$ cat config.mk
export PLATFORM = sky130hd
export DESIGN_NAME = barrett_reduction_pipe
export DESIGN_NICKNAME = d
export VERILOG_FILES = /design/src/rtl/barrett_reduction_pipe.sv
export SDC_FILE = /design/constraint.sdc
export NUM_CORES = 2
export LEC_CHECK = 0
export ABC_AREA = 1
export CAP_MARGIN = 15
export CORE_AREA = 3 3 361 363
export CTS_CLUSTER_SIZE = 10
export DETAILED_ROUTE_END_ITERATION = 8
export DIE_AREA = 0 0 364 366
export GPL_TIMING_DRIVEN = 1
export HOLD_SLACK_MARGIN = 0.06
export PLACE_DENSITY = 0.74
export SLEW_MARGIN = 20
export SYNTH_ARGS = -nofsm -noshare
export SYNTH_HDL_FRONTEND = slang
export SYNTH_SLANG_ARGS = --single-unit
$ cat constraint.sdc
create_clock -name clk -period 4.2 [get_ports clk]
set_clock_uncertainty 0.05 [all_clocks]
set_input_delay 0.63 -clock clk [delete_from_list [all_inputs] [get_ports clk]]
set_output_delay 0.63 -clock clk [all_outputs]
set_load 0.005 [all_outputs]
$ cat src/rtl/barrett_reduction_pipe.sv
// barrett_reduction_pipe
//   Three-stage, multi-lane Barrett reduction of 2*REG_SIZE-bit operands
//   modulo PRIME, with valid/ready flow control and a pass-through tag.
//
// Ports
//   clk, reset_n   clock, asynchronous active-low reset
//   zeroize        synchronous clear of every pipeline register
//   in_valid/ready input handshake; in_x packs LANES operands, lane i at
//                  [i*2*REG_SIZE +: 2*REG_SIZE]; in_tag rides with the beat
//   out_valid/ready output handshake
//   out_r          x mod PRIME per lane (always exact)
//   out_q          floor(x / PRIME) per lane, low REG_SIZE bits
//   out_ovf        per-lane flag: quotient did not fit in REG_SIZE bits
//   out_tag        tag of the beat currently on the output
module barrett_reduction_pipe #(
    parameter int unsigned PRIME    = 3329,
    parameter int unsigned REG_SIZE = $clog2(PRIME),
    parameter int unsigned LANES    = 4,
    parameter int unsigned TAG_W    = 8
) (
    input  logic                          clk,
    input  logic                          reset_n,
    input  logic                          zeroize,
    input  logic                          in_valid,
    output logic                          in_ready,
    input  logic [LANES*2*REG_SIZE-1:0]   in_x,
    input  logic [TAG_W-1:0]              in_tag,
    output logic                          out_valid,
    input  logic                          out_ready,
    output logic [LANES*REG_SIZE-1:0]     out_r,
    output logic [LANES*REG_SIZE-1:0]     out_q,
    output logic [LANES-1:0]              out_ovf,
    output logic [TAG_W-1:0]              out_tag
);

    localparam int unsigned K   = 2 * REG_SIZE;
    localparam int unsigned X_W = K;
    localparam int unsigned U_W = REG_SIZE + 1;
    localparam int unsigned P_W = 3 * REG_SIZE + 1;
    localparam int unsigned E_W = 2 * REG_SIZE + 1;
    localparam int unsigned Q_W = REG_SIZE + 2;
    localparam int unsigned C_W = 2 * REG_SIZE + 1;

    // M = floor(2^K / PRIME), evaluated at elaboration time.
    localparam logic [K:0]     ONE_K       = {1'b1, {K{1'b0}}};
    localparam logic [K:0]     PRIME_K     = (K + 1)'(PRIME);
    localparam logic [K:0]     M_FULL      = ONE_K / PRIME_K;
    localparam logic [U_W-1:0] M           = M_FULL[U_W-1:0];
    localparam logic [E_W-1:0] PRIME_E     = E_W'(PRIME);
    localparam logic [E_W-1:0] TWO_PRIME_E = PRIME_E << 1;

    // Final correction: the estimate is at most two multiples of PRIME high,
    // so two compares bring it into [0, PRIME). Returns {ovf, q, r}.
    function automatic logic [C_W-1:0] correct(input logic [U_W-1:0] u,
                                               input logic [E_W-1:0] e);
        logic [Q_W-1:0]      q_full;
        logic [REG_SIZE-1:0] r;
        if (e >= TWO_PRIME_E) begin
            r      = REG_SIZE'(e - TWO_PRIME_E);
            q_full = Q_W'(u) + Q_W'(2'd2);
        end else if (e >= PRIME_E) begin
            r      = REG_SIZE'(e - PRIME_E);
            q_full = Q_W'(u) + Q_W'(2'd1);
        end else begin
            r      = REG_SIZE'(e);
            q_full = Q_W'(u);
        end
        return {|q_full[Q_W-1:REG_SIZE], q_full[REG_SIZE-1:0], r};
    endfunction

    logic                 vld_p1, vld_p2, vld_p3;
    logic                 acc_p1, acc_p2, acc_p3;
    logic                 fire_in;

    logic [X_W-1:0]       x_p1   [LANES];
    logic [P_W-1:0]       p_p1   [LANES];
    logic [TAG_W-1:0]     tag_p1;
    logic [U_W-1:0]       u_p2   [LANES];
    logic [E_W-1:0]       e_p2   [LANES];
    logic [TAG_W-1:0]     tag_p2;
    logic [REG_SIZE-1:0]  r_p3   [LANES];
    logic [REG_SIZE-1:0]  q_p3   [LANES];
    logic [LANES-1:0]     ovf_p3;
    logic [TAG_W-1:0]     tag_p3;

    logic [P_W-1:0]       p_c    [LANES];
    logic [U_W-1:0]       u_c    [LANES];
    logic [E_W-1:0]       e_c    [LANES];
    logic [REG_SIZE-1:0]  r_c    [LANES];
    logic [REG_SIZE-1:0]  q_c    [LANES];
    logic [LANES-1:0]     ovf_c;

    // A stage accepts when it is empty or its contents move on this cycle,
    // so bubbles collapse even while the output is stalled.
    assign acc_p3   = !vld_p3 || out_ready;
    assign acc_p2   = !vld_p2 || acc_p3;
    assign acc_p1   = !vld_p1 || acc_p2;
    assign in_ready = acc_p1 && !zeroize;
    assign fire_in  = in_valid && in_ready;

    always_comb begin
        ovf_c = '0;
        for (int i = 0; i < LANES; i++) begin
            p_c[i] = P_W'(in_x[i*X_W +: X_W]) * P_W'(M);
            u_c[i] = U_W'(p_p1[i] >> K);
            // Wraps modulo 2^E_W, but the true value is in [0, 3*PRIME).
            e_c[i] = E_W'(x_p1[i]) - E_W'(u_c[i]) * PRIME_E;
            {ovf_c[i], q_c[i], r_c[i]} = correct(u_p2[i], e_p2[i]);
        end
    end

    always_ff @(posedge clk or negedge reset_n) begin
        if (!reset_n) begin
            vld_p1 <= 1'b0;
            vld_p2 <= 1'b0;
            vld_p3 <= 1'b0;
        end else if (zeroize) begin
            vld_p1 <= 1'b0;
            vld_p2 <= 1'b0;
            vld_p3 <= 1'b0;
        end else begin
            if (acc_p1) vld_p1 <= in_valid;
            if (acc_p2) vld_p2 <= vld_p1;
            if (acc_p3) vld_p3 <= vld_p2;
        end
    end

    // ---- stage 1: capture operand and full-width x*M ----
    always_ff @(posedge clk or negedge reset_n) begin
        if (!reset_n) begin
            for (int i = 0; i < LANES; i++) begin
                x_p1[i] <= '0;
                p_p1[i] <= '0;
            end
            tag_p1 <= '0;
        end else if (zeroize) begin
            for (int i = 0; i < LANES; i++) begin
                x_p1[i] <= '0;
                p_p1[i] <= '0;
            end
            tag_p1 <= '0;
        end else if (fire_in) begin
            for (int i = 0; i < LANES; i++) begin
                x_p1[i] <= in_x[i*X_W +: X_W];
                p_p1[i] <= p_c[i];
            end
            tag_p1 <= in_tag;
        end
    end

    // ---- stage 2: quotient estimate and raw remainder ----
    always_ff @(posedge clk or negedge reset_n) begin
        if (!reset_n) begin
            for (int i = 0; i < LANES; i++) begin
                u_p2[i] <= '0;
                e_p2[i] <= '0;
            end
            tag_p2 <= '0;
        end else if (zeroize) begin
            for (int i = 0; i < LANES; i++) begin
                u_p2[i] <= '0;
                e_p2[i] <= '0;
            end
            tag_p2 <= '0;
        end else if (acc_p2 && vld_p1) begin
            for (int i = 0; i < LANES; i++) begin
                u_p2[i] <= u_c[i];
                e_p2[i] <= e_c[i];
            end
            tag_p2 <= tag_p1;
        end
    end

    // ---- stage 3: corrected remainder, quotient and overflow ----
    always_ff @(posedge clk or negedge reset_n) begin
        if (!reset_n) begin
            for (int i = 0; i < LANES; i++) begin
                r_p3[i] <= '0;
                q_p3[i] <= '0;
            end
            ovf_p3 <= '0;
            tag_p3 <= '0;
        end else if (zeroize) begin
            for (int i = 0; i < LANES; i++) begin
                r_p3[i] <= '0;
                q_p3[i] <= '0;
            end
            ovf_p3 <= '0;
            tag_p3 <= '0;
        end else if (acc_p3 && vld_p2) begin
            for (int i = 0; i < LANES; i++) begin
                r_p3[i] <= r_c[i];
                q_p3[i] <= q_c[i];
            end
            ovf_p3 <= ovf_c;
            tag_p3 <= tag_p2;
        end
    end

    for (genvar g = 0; g < LANES; g++) begin : g_out
        assign out_r[g*REG_SIZE +: REG_SIZE] = r_p3[g];
        assign out_q[g*REG_SIZE +: REG_SIZE] = q_p3[g];
    end

    assign out_valid = vld_p3;
    assign out_ovf   = ovf_p3;
    assign out_tag   = tag_p3;

endmodule

==> metrics.md <==
| Metric | Value |
|---|---|
| Status | `complete, but fails checks` |
| Failing checks | `setup timing` |
| Top_reg_cell synth | `dfrtp_1` |
| Chip Width | `364 um` |
| Fin util | `0.567` |
| Die area | `around 130000 sq um` |
| WS Path Type | `primary input to flop` |
| Synthesized area | `about 57000 sq um` |
| HP Start | `in_x[10]` |
| Routed wire per std cell | `roughly 17 um` |
| Worst reg-to-reg setup slack | `30 ps` |
| Synthesis Warnings | `0` |
| Initial DRC Count | `3502` |
| Num ports | `between 200 and 250` |
| Slew Viols, Final | `0` |
| Final Hold Viols | `0` |
| WHS Path Cells | `4` |
| Clock sinks | `between 400 and 500` |
| Mapped Cells | `roughly 7200` |
| Post-synthesis area per instance | `roughly 8.0 sq um` |
| Critical R2R Launch | `p_p1[63]$_DFFE_PN0P_` |
| Grt ovf | `0` |
| Area grow syn2layout | `26.1%` |
| Worst rel slew slack | `0.379` |
| Clk buf depth | `3` |
| CORE AREA | `between 100000 and 150000 sq um` |
| R2r endpoint | `e_p2[45]$_DFFE_PN0P_` |
| Post-route DRC violation count | `0` |
| Worst skew pair latency | `a little over 600 ps` |
| H-tree depth | `2` |
| Fin nets | `about 9600` |
| Vias | `between 50000 and 60000` |
| Final worst setup slack | `-122 ps` |
| First-pass GRT wire length | `265000 um` |
| Yosys cell types | `45` |
| Inserted Clock Buffers | `53` |
| Syn_nets | `roughly 8800` |
| Die Y | `about 370 um` |
| Crit path time final | `around 4300 ps` |
| Ant diodes | `0` |
| Slew @ Worst Pin | `between 900 and 1000 ps` |
| Rows | `roughly 130` |
| Critical path endpoint category | `flop` |
| Most frequent cells in the layout | `nand2_1 (1488), inv_1 (1205), ha_1 (722)` |
| Critical path peak fanout | `4` |
| WP data arrival | `around 4800 ps` |
| Setup Viol. Count Final | `18` |
| Worst r2r path cells | `19` |
| Most common cell after layout, fill and taps aside | `nand2_1` |
| Data required, critical path | `between 4000 and 5000 ps` |
| Placer Congestion | `roughly 0.93` |
| Min-delay worst type | `primary input to flop` |
| RSZ-0062 raised after global routing | `yes` |
| #FFs+latches synth | `between 400 and 500` |
| Number of routed nets with antenna violations | `0` |
| Reg clk slew, reported paths | `about 50 ps` |
| DRT Wirelength | `about 170000 um` |
| Port bufs | `between 200 and 250` |
| Antenna violations before repair | `6` |
| Number of synthesized flops with an enable pin | `0` |
| CP startpoint kind | `primary input` |
| Initial Util | `0.449` |
| CTS tree | `built` |
| DR pass1 iterations | `5` |
| Vias/cell | `roughly 5.2` |
| Clock root cell | `clkbuf_16` |
| Overall routing resource usage | `0.246` |
| Asr flop ratio synth | `1.00` |
| Fmax | `approximately 0.23 GHz` |
| Hold Path Sink | `x_p1[82]$_DFFE_PN0P_` |
| Max Cap Violations | `0` |
| Pin count of the biggest net entering global routing | `~100` |
| Layout cells sized above 1 | `0.225` |
| Seq/Total Area, Yosys | `0.187` |
| Final Cycle Share | `1.03` |
| Vias in the first global route | `between 40000 and 50000` |
| Final HPWL DP | `134000 um` |
## worst max path at each step
stage,depth (start not counted),slack [ps],to,startpoint
final,18,-120,p_p1[142]$_DFFE_PN0P_,in_x[10]
after global routing,18,-270,p_p1[146]$_DFFE_PN0P_,in_x[10]
after CTS,19,-90,p_p1[70]$_DFFE_PN0P_,in_x[63]
after detailed placement,19,-1290,p_p1[35]$_DFFE_PN0P_,in_x[93]
after global placement,19,-1280,p_p1[27]$_DFFE_PN0P_,in_x[93]
after floorplan,18,-270,p_p1[146]$_DFFE_PN0P_,in_x[22]
## cell families (layout without fill, tap and decap cells)
group | after synthesis | after routing | share of synthesized area
AND/OR/NAND/NOR | 2755 | 2755 | 0.202
adder cells (fa/ha/maj) | 1474 | 1474 | 0.405
buffers and inverters | 1461 | 2290 | 0.0989
AO/OA/AOI/OAI | 926 | 926 | 0.0882
flip-flops | 427 | 427 | 0.187
XOR/XNOR | 127 | 127 | 0.0194
## synthesized netlist by cell type (9+ instances only)
cell type | number | area share
inv_1 | 1310 | 0.086
a21o_1 | 33 | 0.0043
nor4_1 | 12 | 0.0013
nand2_1 | 1675 | 0.11
xnor2_1 | 29 | 0.0044
o21a_1 | 10 | 0.0013
a21boi_0 | 18 | 0.0024
ha_1 | 846 | 0.18
buf_2 | 45 | 0.0039
nor2_2 | 17 | 0.0019
inv_2 | 11 | 0.00072
nand3_1 | 323 | 0.028
nor2_1 | 456 | 0.030
xor2_1 | 98 | 0.015
a22o_1 | 9 | 0.0014
nor3_1 | 75 | 0.0066
nand3b_1 | 30 | 0.0039
nand4_1 | 124 | 0.014
dfrtp_1 | 427 | 0.19
o21ai_1 | 60 | 0.0052
a31oi_1 | 9 | 0.00098
nor2_4 | 9 | 0.0018
o21bai_1 | 27 | 0.0035
o21ai_0 | 367 | 0.032
a21oi_1 | 310 | 0.027
fa_1 | 628 | 0.22
o22ai_1 | 60 | 0.0066
buf_6 | 13 | 0.0026
clkbuf_1 | 73 | 0.0048
nand3_2 | 17 | 0.0030
## critical path, stage by stage
cell and delay, ps:
buf_12 110, fa_2 500, fa_1 590, fa_1 440
fa_1 550, inv_1 50, fa_1 520, inv_2 50
ha_4 300, nand2_4 80, nor4_2 320, nand2_1 120
nand2_2 150, nand2_2 80, nand2_1 70, nand2_1 50
nand3_1 80, nand2_1 60
## state kept, by name, indices dropped and copies added (netlist names), 4 cells and up
register / flops
out_tag: 8
out_ovf: 4
out_q: 48
tag_p2: 8
u_p2: 52
tag_p1: 8
out_r: 48
e_p2: 100
p_p1: 52
x_p1: 96
## through the flow
step | instances | worst slack, ps | setup TNS [ps] | instance area (sq um) | hold slack, ps
floorplan | 7170 | -266 | -9200 | 58500 | 284
global placement | 9476 | -1280 | -56900 | 66400 | 414
detailed placement | 9476 | -1290 | -61060 | 66400 | 416
CTS | 9613 | -93.1 | -1410 | 69500 | 386
global route | 9661 | -267 | -7250 | 72200 | 359
finish | 9661 | -122 | -1060 | 72200 | 362
## layer usage
metal  track usage  part of all wire  up-vias
li1              -                 -    24400
met1         0.373              0.48    24400
met2         0.373              0.44     1417
met4        0.0551             0.023        2
met5             0          0.000077        -
met3        0.0294             0.060      237
## timing repair
item,in CTS,in global routing
hold buffers,1,0
gates resized for setup,645,783
endpoints found under the setup margin,79,111
buffers inserted,59,64
pin swaps,346,553
hold endpoints to repair,75,0
## layout make-up
cell class | instances | area [sq um]
fill | 11100 | 55200
multi-input combinational | 5282 | 45500
sequential | 427 | 10700
timing repair buffer | 892 | 7380
inverter | 1321 | 4980
tap | 1662 | 2080
clock buffer | 67 | 1450
clock inverter | 10 | 90.1
Power is not shown: default switching activity piles up to over one toggle a cycle in this logic, so the estimate is an artifact.
